==> src/rtl/rtc_timekeeper.sv <==
// Single-clock time-of-day counter: prescaled seconds, validated time load,
// minute-resolution alarm and 12/24-hour BCD display decode.
module rtc_timekeeper #(
    parameter int CLK_HZ = 100_000_000
) (
    input  logic       sys_clk,
    input  logic       rst,
    input  logic       run,
    input  logic       mode12,
    input  logic       set_en,
    input  logic [4:0] set_hr,
    input  logic [5:0] set_min,
    input  logic [5:0] set_sec,
    input  logic       alarm_en,
    input  logic [4:0] alarm_hr,
    input  logic [5:0] alarm_min,
    output logic [7:0] hr_bcd,
    output logic [7:0] min_bcd,
    output logic [7:0] sec_bcd,
    output logic       pm,
    output logic       tick_1hz,
    output logic       set_err,
    output logic       alarm_hit
);

    localparam int PW = (CLK_HZ > 2) ? $clog2(CLK_HZ) : 1;
    localparam logic [PW-1:0] PRESC_LAST = PW'(CLK_HZ - 1);

    logic [PW-1:0] presc_r, presc_s;
    logic [4:0]    hr_r, hr_s, hr12_s;
    logic [5:0]    min_r, min_s;
    logic [5:0]    sec_r, sec_s;
    logic          tick_r, tick_s;
    logic          set_err_r, set_err_s;
    logic          alarm_hit_r, alarm_hit_s;
    logic          set_ok_s;
    logic          adv_s;

    function automatic logic [7:0] bin2bcd(input logic [5:0] v);
        return {4'(v / 6'd10), 4'(v % 6'd10)};
    endfunction

    // Next-state: load beats advance; advance only on prescaler wrap while running.
    always_comb begin
        presc_s     = presc_r;
        hr_s        = hr_r;
        min_s       = min_r;
        sec_s       = sec_r;
        adv_s       = 1'b0;
        set_ok_s    = set_en && (set_hr <= 5'd23) && (set_min <= 6'd59) && (set_sec <= 6'd59);
        if (set_ok_s) begin
            presc_s = {PW{1'b0}};
            hr_s    = set_hr;
            min_s   = set_min;
            sec_s   = set_sec;
        end else if (run) begin
            if (presc_r == PRESC_LAST) begin
                presc_s = {PW{1'b0}};
                adv_s   = 1'b1;
                if (sec_r == 6'd59) begin
                    sec_s = 6'd0;
                    if (min_r == 6'd59) begin
                        min_s = 6'd0;
                        if (hr_r == 5'd23) begin
                            hr_s = 5'd0;
                        end else begin
                            hr_s = hr_r + 5'd1;
                        end
                    end else begin
                        min_s = min_r + 6'd1;
                    end
                end else begin
                    sec_s = sec_r + 6'd1;
                end
            end else begin
                presc_s = presc_r + PW'(1);
            end
        end else begin
            presc_s = presc_r;
        end
        tick_s      = adv_s;
        set_err_s   = set_en && !set_ok_s;
        // Only an advance can match; out-of-range alarm fields never equal in-range time.
        alarm_hit_s = adv_s && alarm_en && (sec_s == 6'd0) &&
                      (min_s == alarm_min) && (hr_s == alarm_hr);
    end

    // State and pulse registers with synchronous reset.
    always_ff @(posedge sys_clk) begin
        if (rst) begin
            presc_r     <= {PW{1'b0}};
            hr_r        <= 5'd0;
            min_r       <= 6'd0;
            sec_r       <= 6'd0;
            tick_r      <= 1'b0;
            set_err_r   <= 1'b0;
            alarm_hit_r <= 1'b0;
        end else begin
            presc_r     <= presc_s;
            hr_r        <= hr_s;
            min_r       <= min_s;
            sec_r       <= sec_s;
            tick_r      <= tick_s;
            set_err_r   <= set_err_s;
            alarm_hit_r <= alarm_hit_s;
        end
    end

    // 12-hour mapping: midnight and noon both show 12.
    always_comb begin
        if (hr_r == 5'd0) begin
            hr12_s = 5'd12;
        end else if (hr_r <= 5'd12) begin
            hr12_s = hr_r;
        end else begin
            hr12_s = hr_r - 5'd12;
        end
    end

    assign hr_bcd    = bin2bcd({1'b0, (mode12 ? hr12_s : hr_r)});
    assign min_bcd   = bin2bcd(min_r);
    assign sec_bcd   = bin2bcd(sec_r);
    assign pm        = mode12 && (hr_r >= 5'd12);
    assign tick_1hz  = tick_r;
    assign set_err   = set_err_r;
    assign alarm_hit = alarm_hit_r;

endmodule
==> config.mk <==
export PLATFORM = sky130hd
export DESIGN_NAME = rtc_timekeeper
export DESIGN_NICKNAME = d
export VERILOG_FILES = /design/src/rtl/rtc_timekeeper.sv
export SDC_FILE = /design/constraint.sdc
export NUM_CORES = 1
export LEC_CHECK = 0
export BUFFER_PORTS_ARGS = -buffer_cell sky130_fd_sc_hd__buf_2
export CAP_MARGIN = 0
export CORE_MARGIN = 3
export CORE_UTILIZATION = 40
export DETAILED_ROUTE_END_ITERATION = 12
export PLACE_DENSITY = 0.71
export SYNTH_ARGS = -nofsm -noshare
export SYNTH_HDL_FRONTEND = slang
export SYNTH_SLANG_ARGS = --single-unit
==> constraint.sdc <==
create_clock -name sys_clk -period 4.35 [get_ports sys_clk]
set_clock_uncertainty 0.1 [all_clocks]
set_input_delay 0.435 -clock sys_clk [delete_from_list [all_inputs] [get_ports sys_clk]]
set_output_delay 0.435 -clock sys_clk [all_outputs]
set_load 0.005 [all_outputs]
Word-level counts from Yosys, hierarchy flattened
Index checks and enable logic that the tools add are counted.
- output and inout bits: 28
- logic and storage cells: 64
- RAM bits: 0
- bits in latches: 0
- memories kept: 0
- bits in registers: 47
- bits of input ports: 34
- memory bits (read-only): 0
- multipliers: 0
- add/subtract/negate cells: 5
- order comparisons: 5
- shift operators: 0
- muxes and demuxes: 22
- reductions and logical operators: 13
- divide/modulo/power cells: 6
- equality and inequality tests: 6
- bitwise gates (word level): 0
- operator list (kind ; count):
    6-bit 2-to-1 mux ; 9
    5-bit 2-to-1 mux ; 9
    27-bit by 1-bit adder with 27-bit output, second input constant ; 1
    27-bit equality test, second input constant ; 1
    27-bit 2-to-1 mux ; 1
    6-bit by 1-bit adder with 6-bit output, second input constant ; 2
    6-bit by 4-bit divider with 6-bit output, second input constant ; 2
    6-bit equality test, second input constant ; 2
    6-bit <= comparator, second input constant ; 2
    6-bit by 4-bit remainder unit with 6-bit output, second input constant ; 2
    1-bit logical AND ; 9
    5-bit by 4-bit divider with 6-bit output, second input constant ; 1
    6-bit equality test ; 1
    6-bit logical NOT ; 1
    5-bit by 4-bit remainder unit with 6-bit output, second input constant ; 1
    5-bit by 1-bit adder with 5-bit output, second input constant ; 1
    5-bit equality test ; 1
    5-bit equality test, second input constant ; 1
    5-bit by 4-bit greater-or-equal comparator with 1-bit output, second input constant ; 1
    5-bit by 4-bit <= comparator with 1-bit output, second input constant ; 1
    5-bit <= comparator, second input constant ; 1
    5-bit logical NOT ; 1
    5-bit by 4-bit subtractor with 5-bit output, second input constant ; 1
    1-bit 2-to-1 mux ; 3
    2 further kinds ; 2

Logic depth before layout (Yosys ltp)
Gate-level depths: netlist of the first run.
- depth after elaboration: 9
- depth in mapped cells: 11
- depth with buffers taken out: 11

Worst setup path after synthesis of the first run
Ideal clock, no wire load.
- path kind: reg2out
- start point: register hr_r[2]
- end point: output port hr_bcd[2]
- cell stages (with the launch flop): 9
- data arrival time: 2.210 ns
- path buffers: 1
- data required time: 3.815 ns
- slack: 1.605 ns
- cell sequence: dfxtp_1 clkbuf_1 inv_1 ha_1 a2111oi_0 a21oi_1 maj3_1 mux2i_1 mux2i_1
- word-level cells in the longest chain between the ends: 5
- elaborated cells between the ends (all ways): 7
- those cells by class: 1 x add/sub; 1 x div; 1 x order compare; 3 x mux; 1 x reduce/logical
- RTL lines (what ; line ; source):
    start, declared ; 30 ; logic [4:0] hr_r, hr_s, hr12_s;
    start signal, assigned ; 100 ; hr_r <= hr_s;
    5-bit by 4-bit subtractor with 5-bit output / 5-bit by 4-bit <= comparator with 1-bit output (equally long branches) ; 116, 113 ;
    5-bit 2-to-1 mux ; 113 ; end else if (hr_r <= 5'd12) begin
    5-bit 2-to-1 mux ; 111 ; if (hr_r == 5'd0) begin
    5-bit 2-to-1 mux * ; 120 ; assign hr_bcd = bin2bcd({1'b0, (mode12 ? hr12_s : hr_r)});
    5-bit by 4-bit remainder unit with 6-bit output * ; 40 ; return {4'(v / 6'd10), 4'(v % 6'd10)};
    end, declared ; 17 ; output logic [7:0] hr_bcd,
Mark *: on every way between the ends. The rest lies on a longest branch, timed or not.

Final worst setup path of the first run
Same ends and word-level chain as after synthesis.

==> results_dict.tcl, run 1 <==
set metrics [dict create \
    r2r_cells 8 \
    ir_drop_mv 0.124 \
    path_class "flip-flop to output port" \
    drt_iter0_markers 280 \
    gp_congestion 0.994 \
    cts_max_path_buffers 2 \
    syn_to_final_growth_pct 10.1 \
    n_antenna_cell 0 \
    cts_resized 0 \
    post_cts_buffers 0 \
    final.period_utilization_pct 77.0 \
    final_area_sq_um 4050 \
    critPathLaunchType "flip-flop" \
    die_width_microns 102 \
    setup_viol 0 \
    critPathLaunch "hr_r[2]" \
    die_h_microns 102 \
    synth.avg_cell_area_sq_um 7.55 \
    grt_pass1_wl_microns 16800 \
    hold_class "input pin to flip-flop" \
    grt_pass1_vias 3501 \
    grt_start_max_net_pins 31 \
    path_clk_slew_ns 0.11 \
    drc 0 \
    cp.required_ns 3.82 \
    drv_slew 0 \
    yosysWarnings 0 \
    dieArea_sq_um 10400 \
    ctsRootBufferMaster "clkbuf_8" \
    clk_latency_ns 0.31 \
    post-place-ws_ns 1.24 \
    fin_cells 632 \
    dr.pass1.iters 5 \
    placed_cells 624 \
    synth_top_flop_cell "dfxtp_1" \
    hpwl_microns 7590 \
    design.core.area_sq_um 8810 \
    hold_ws_ns 0.235 \
    gr-total-overflow 0 \
    cts_tree "done" \
    cts_buffers 5 \
    setup_ws_ns 1.00 \
    timing_hold_violations_final 0 \
    worstHoldPathCells 2 \
    vias_per_cell 5.88 \
    maxCapViolCount 0 \
    rsz0062_at_grt "false" \
    port_buffers 57 \
    layout_common_cells "nor2_1 (68), buf_2 (57), dfxtp_1 (47), nand2_1 (39), a21oi_1 (25)" \
    hold_buffers 0 \
    clock_sinks 47 \
    grt_usage_pct 19.6 \
    synth.yosys.seq_area_share_pct 25.6 \
    initial_core_util_pct 41.7 \
    worst_pin_slew_ns 0.883 \
    antenna_found_initial 0 \
    wl_per_cell_microns 15.9 \
    fmax_ghz 0.298 \
    rows 34 \
    leakage_uw 0.00156 \
    detail-route-antenna-nets 0 \
    fillers 894 \
    netlist_instances 487 \
    ys_ff_latch 47 \
    placed_area_sq_um 3950 \
    status "completed" \
    vias 3713 \
    drt_wl_total_microns 10100 \
    r2r_start "presc_r[0]" \
    synth_edf_count 0 \
    min_period_ns 3.35 \
    drive_gt1_share_pct 14.5 \
    ios 62 \
    relSlewSlack_pct 41.0 \
    async_flop_share_pct 0 \
    arrival_ns 2.82 \
    critPathMaxFanout 11 \
    end_kind "output port" \
    min_from "set_en" \
    nets 573 \
    syn_area_sq_um 3680 \
    r2r_setup_slack_ns 1.25 \
    ys_types 70 \
    mostFrequentLayoutCell "nor2_1" \
    power_density_nw_per_um2 258 \
    finalSetupTns_ns 0 \
    htree_levels 2 \
]
[path summary, 6_finish.rpt]
path | endpoint
min | set_err
max | hr_bcd[2]
min reg2reg | presc_r[20]
max reg2reg | alarm_hit
[cell type report]
type                    count  area (sq um)  area share (%)
inverters                  24          90.1            2.22
well taps                 108           135            3.34
clock buffers               5          68.8            1.70
multi-input cells         387          2490            61.6
clock inverters             3          27.5           0.680
repair buffers             58           293            7.23
flip-flops and latches     47           941            23.2
[metal layers]
| metal | GRT usage, % | routed length (microns) |
|---|---|---|
| met1 | 26.8 | 4470 |
| met2 | 31.7 | 4660 |
| met3 | 3.07 | 706 |
| met4 | 6.76 | 228 |
| met5 | 0 | 0 |
[cells by family after synthesis]
group	count (synthesis)	synth area share, %
simple gates	214	30.8
compound gates	108	20.0
buf+inv	56	6.88
flops	47	25.6
xor+xnor	33	7.86
fa+ha+maj	18	5.99
mux	10	2.76
other cells	1	0.102
[through the flow]
stage,power [uW],util [%]
2_1_floorplan,662,-
6_report,1040,46.0
3_3_place_gp,747,44.9
3_5_place_dp,754,44.9
4_1_cts,1050,46.0
5_1_grt,1100,46.0
[report_power, final]
part,total [uW],switching (uW),internal (uW)
sequential,478,34.0,444
combinational,268,147,121
clock,297,177,120
[cells in the mapped netlist (3+ instances only)]
| library cell | n | area [sq um] |
|---|---|---|
| nor4_1 | 4 | 25.0 |
| o211ai_1 | 8 | 60.1 |
| a311oi_1 | 4 | 35.0 |
| buf_2 | 7 | 35.0 |
| and4_1 | 3 | 26.3 |
| and2_1 | 6 | 37.5 |
| a31oi_1 | 4 | 25.0 |
| buf_4 | 7 | 52.6 |
| or3_1 | 6 | 37.5 |
| nor2_1 | 68 | 255 |
| o41ai_1 | 3 | 26.3 |
| nand4_1 | 18 | 113 |
| nor3_1 | 7 | 35.0 |
| nand3_1 | 16 | 80.1 |
| dfxtp_1 | 47 | 941 |
| and4b_1 | 5 | 50.1 |
| nand2b_1 | 10 | 62.6 |
| a211oi_1 | 5 | 37.5 |
| and3_1 | 11 | 68.8 |
| ha_1 | 16 | 200 |
| nor2b_1 | 4 | 25.0 |
| nand2_1 | 39 | 146 |
| o21ai_0 | 21 | 105 |
| nand4b_1 | 3 | 26.3 |
| clkbuf_1 | 16 | 60.1 |
| xnor2_1 | 18 | 158 |
| a22oi_1 | 3 | 22.5 |
| xor2_1 | 15 | 131 |
| mux2i_1 | 9 | 90.1 |
| nand4_2 | 3 | 37.5 |
| a21oi_1 | 25 | 125 |
| inv_1 | 24 | 90.1 |
[sequential cells by signal (all words and copies together) (netlist names)]
signal and cells:
min_r 6, hr_r 5, sec_r 6, presc_r 27, alarm_hit 1, tick_1hz 1, set_err 1
[worst max-delay path: stages (launching register included)]
cell	delay, ns
dfxtp_1	0.44
ha_1	0.31
inv_1	0.13
nand2_1	0.08
a2111oi_0	0.36
a21oi_1	0.17
maj3_1	0.39
mux2i_1	0.29
mux2i_1	0.22
buf_2	0.13
Note: power is estimated with default switching activity, not from simulation.
==> run 2, diff against run 1 <==
- PLACE_DENSITY: 0.71 -> 0.73
- clock period: 4.35 -> 2.97 ns (I/O delays scaled with it)
==> run 2 against run 1 <==
Against the previous run: largest cell class unchanged; sequential share of layout area down 1.2 points; power up 51%; final area is 6.5% higher; register-to-register slack worse by 1.1 ns; first-iteration DRC count is 0.71% higher.
==> results_dict.tcl, run 2 (synthesized netlist as in run 1, its figures left out) <==
set metrics [dict create \
    status "completed" \
    detail-route-antenna-nets 0 \
    rows 34 \
    vias 3820 \
    final.period_utilization_pct 96.9 \
    drt_iter0_markers 282 \
    wl_per_cell_microns 16.4 \
    initial_core_util_pct 41.7 \
    largest_register_ffs 27 \
    relSlewSlack_pct 65.5 \
    antenna_found_initial 0 \
    path_class "flip-flop to output port" \
    hold_buffers 0 \
    cp.depth 9 \
    die_width_microns 102 \
    clock_sinks 47 \
    arrival_ns 2.48 \
    grt_pass1_vias 3433 \
    drc 0 \
    cp_slowest_stage_delay_ns 0.40 \
    gr-total-overflow 0 \
    vias_per_cell 5.88 \
    r2r_start "sec_r[0]" \
    cp.buffers_inverters 2 \
    grt_usage_pct 19.7 \
    critPathLaunch "hr_r[3]" \
    placed_cells 640 \
    grt_pass1_wl_microns 16600 \
    critPathLaunchType "flip-flop" \
    power_density_nw_per_um2 367 \
    top_regs "presc_r (27), min_r (6), sec_r (6)" \
    timing_hold_violations_final 0 \
    cts_max_path_buffers 2 \
    setup_viol 0 \
    drv_slew 0 \
    htree_levels 2 \
    drt_wl_total_microns 10700 \
    largest-register "presc_r" \
    critPathMaxFanout 9 \
    ctsRootBufferMaster "clkbuf_8" \
    worst_pin_slew_ns 0.512 \
    hold_class "input pin to flip-flop" \
    ios 62 \
    crit_path_cell_trace "inv_1 -> ha_2 -> nand4b_1 -> nand2_2 -> nand2b_1 -> maj3_1 -> mux2i_2 -> mux2i_1 -> buf_2" \
    finish.utilization_pct 48.9 \
    p_total_uw 1580 \
    endpoint "hr_bcd[2]" \
    syn_to_final_growth_pct 17.3 \
    fmax_ghz 0.347 \
    nets 591 \
    leakage_uw 0.00166 \
    cts_buffers 5 \
    n_antenna_cell 0 \
    final_area_sq_um 4310 \
    end_kind "output port" \
    r2r_setup_slack_ns 0.12 \
    die_h_microns 102 \
    clk_latency_ns 0.31 \
    gp_congestion 1.03 \
    grt_start_max_net_pins 28 \
    maxCapViolCount 0 \
    mostFrequentLayoutCell "nor2_1" \
    path_delay_family "adder cells" \
    hpwl_microns 7810 \
    r2r-end "alarm_hit" \
    layout_common_cells "nor2_1 (68), buf_2 (57), dfxtp_1 (44), nand2_1 (37), a21oi_1 (24)" \
    cp.required_ns 2.57 \
    port_buffers 57 \
    fillers 846 \
    cts_tree "done" \
    fin_cells 650 \
    ir_drop_mv 0.180 \
    hold_ws_ns 0.0971 \
    placed_area_sq_um 4070 \
    dr.pass1.iters 6 \
    r2r_cells 8 \
    slowest_stage "dfxtp_4" \
    min_period_ns 2.88 \
    drive_gt1_share_pct 21.4 \
    path_clk_slew_ns 0.10 \
    design.core.area_sq_um 8810 \
    dieArea_sq_um 10400 \
]
-- run 2: worst reg2reg max path, stage by stage, from the launching register on --
cell	delay (ns)
dfxtp_1	0.48
ha_1	0.21
and4b_1	0.39
nand2_1	0.32
nor4_1	0.32
o21ai_0	0.24
a22oi_1	0.28
nand4b_1	0.16
a2111oi_2	0.24
-- run 2: how the worst min path moves through the flow --
stage,slack (ns),depth (start not counted),start,to
floorplan,0.32,1,set_en,set_err
global placement,0.39,2,presc_r[20],presc_r[20]
detailed placement,0.40,2,presc_r[20],presc_r[20]
CTS,0.1,2,set_en,set_err
global route,0.10,2,set_en,set_err
finish,0.1,2,set_en,set_err
-- run 2: where the power goes --
group / internal [uW] / switching, uW
clock: 175 / 256
combinational: 208 / 257
sequential: 651 / 33.4
-- run 2: final cells by class --
class                           count  area, sq um  share of cell area, %
Sequential cell                    47          950                   22.0
Multi-Input combinational cell    387         2610                   60.6
Inverter                           24         90.1                   2.09
Timing Repair Buffer               76          428                   9.93
Clock buffer                        5         68.8                   1.60
Tap cell                          108          135                   3.13
Clock inverter                      3         27.5                  0.639
-- run 2: stage by stage --
stage | worst slack, ns | TNS, ns
final | 0.0922 | 0
after global routing | -0.0404 | -0.0803
after CTS | 0.0106 | 0
after detailed placement | 0.0911 | 0
after global placement | 0.0979 | 0
after floorplan | 0.363 | 0
-- run 2: repair_timing --
action / in CTS / in global routing
endpoints found under the setup margin: 4 / 5
setup buffers: 1 / 1
gates cloned: 0 / 0
gates resized for setup: 7 / 24
pin swaps: 1 / 5
-- run 2: layer usage --
metal  wire length, microns  GRT usage [%]  part of all wire (%)
met1                   4680           26.6                    44
met2                   5100           32.6                    48
met3                    737           3.14                   6.9
met4                    164           6.05                   1.5
met5                      0              0                     0
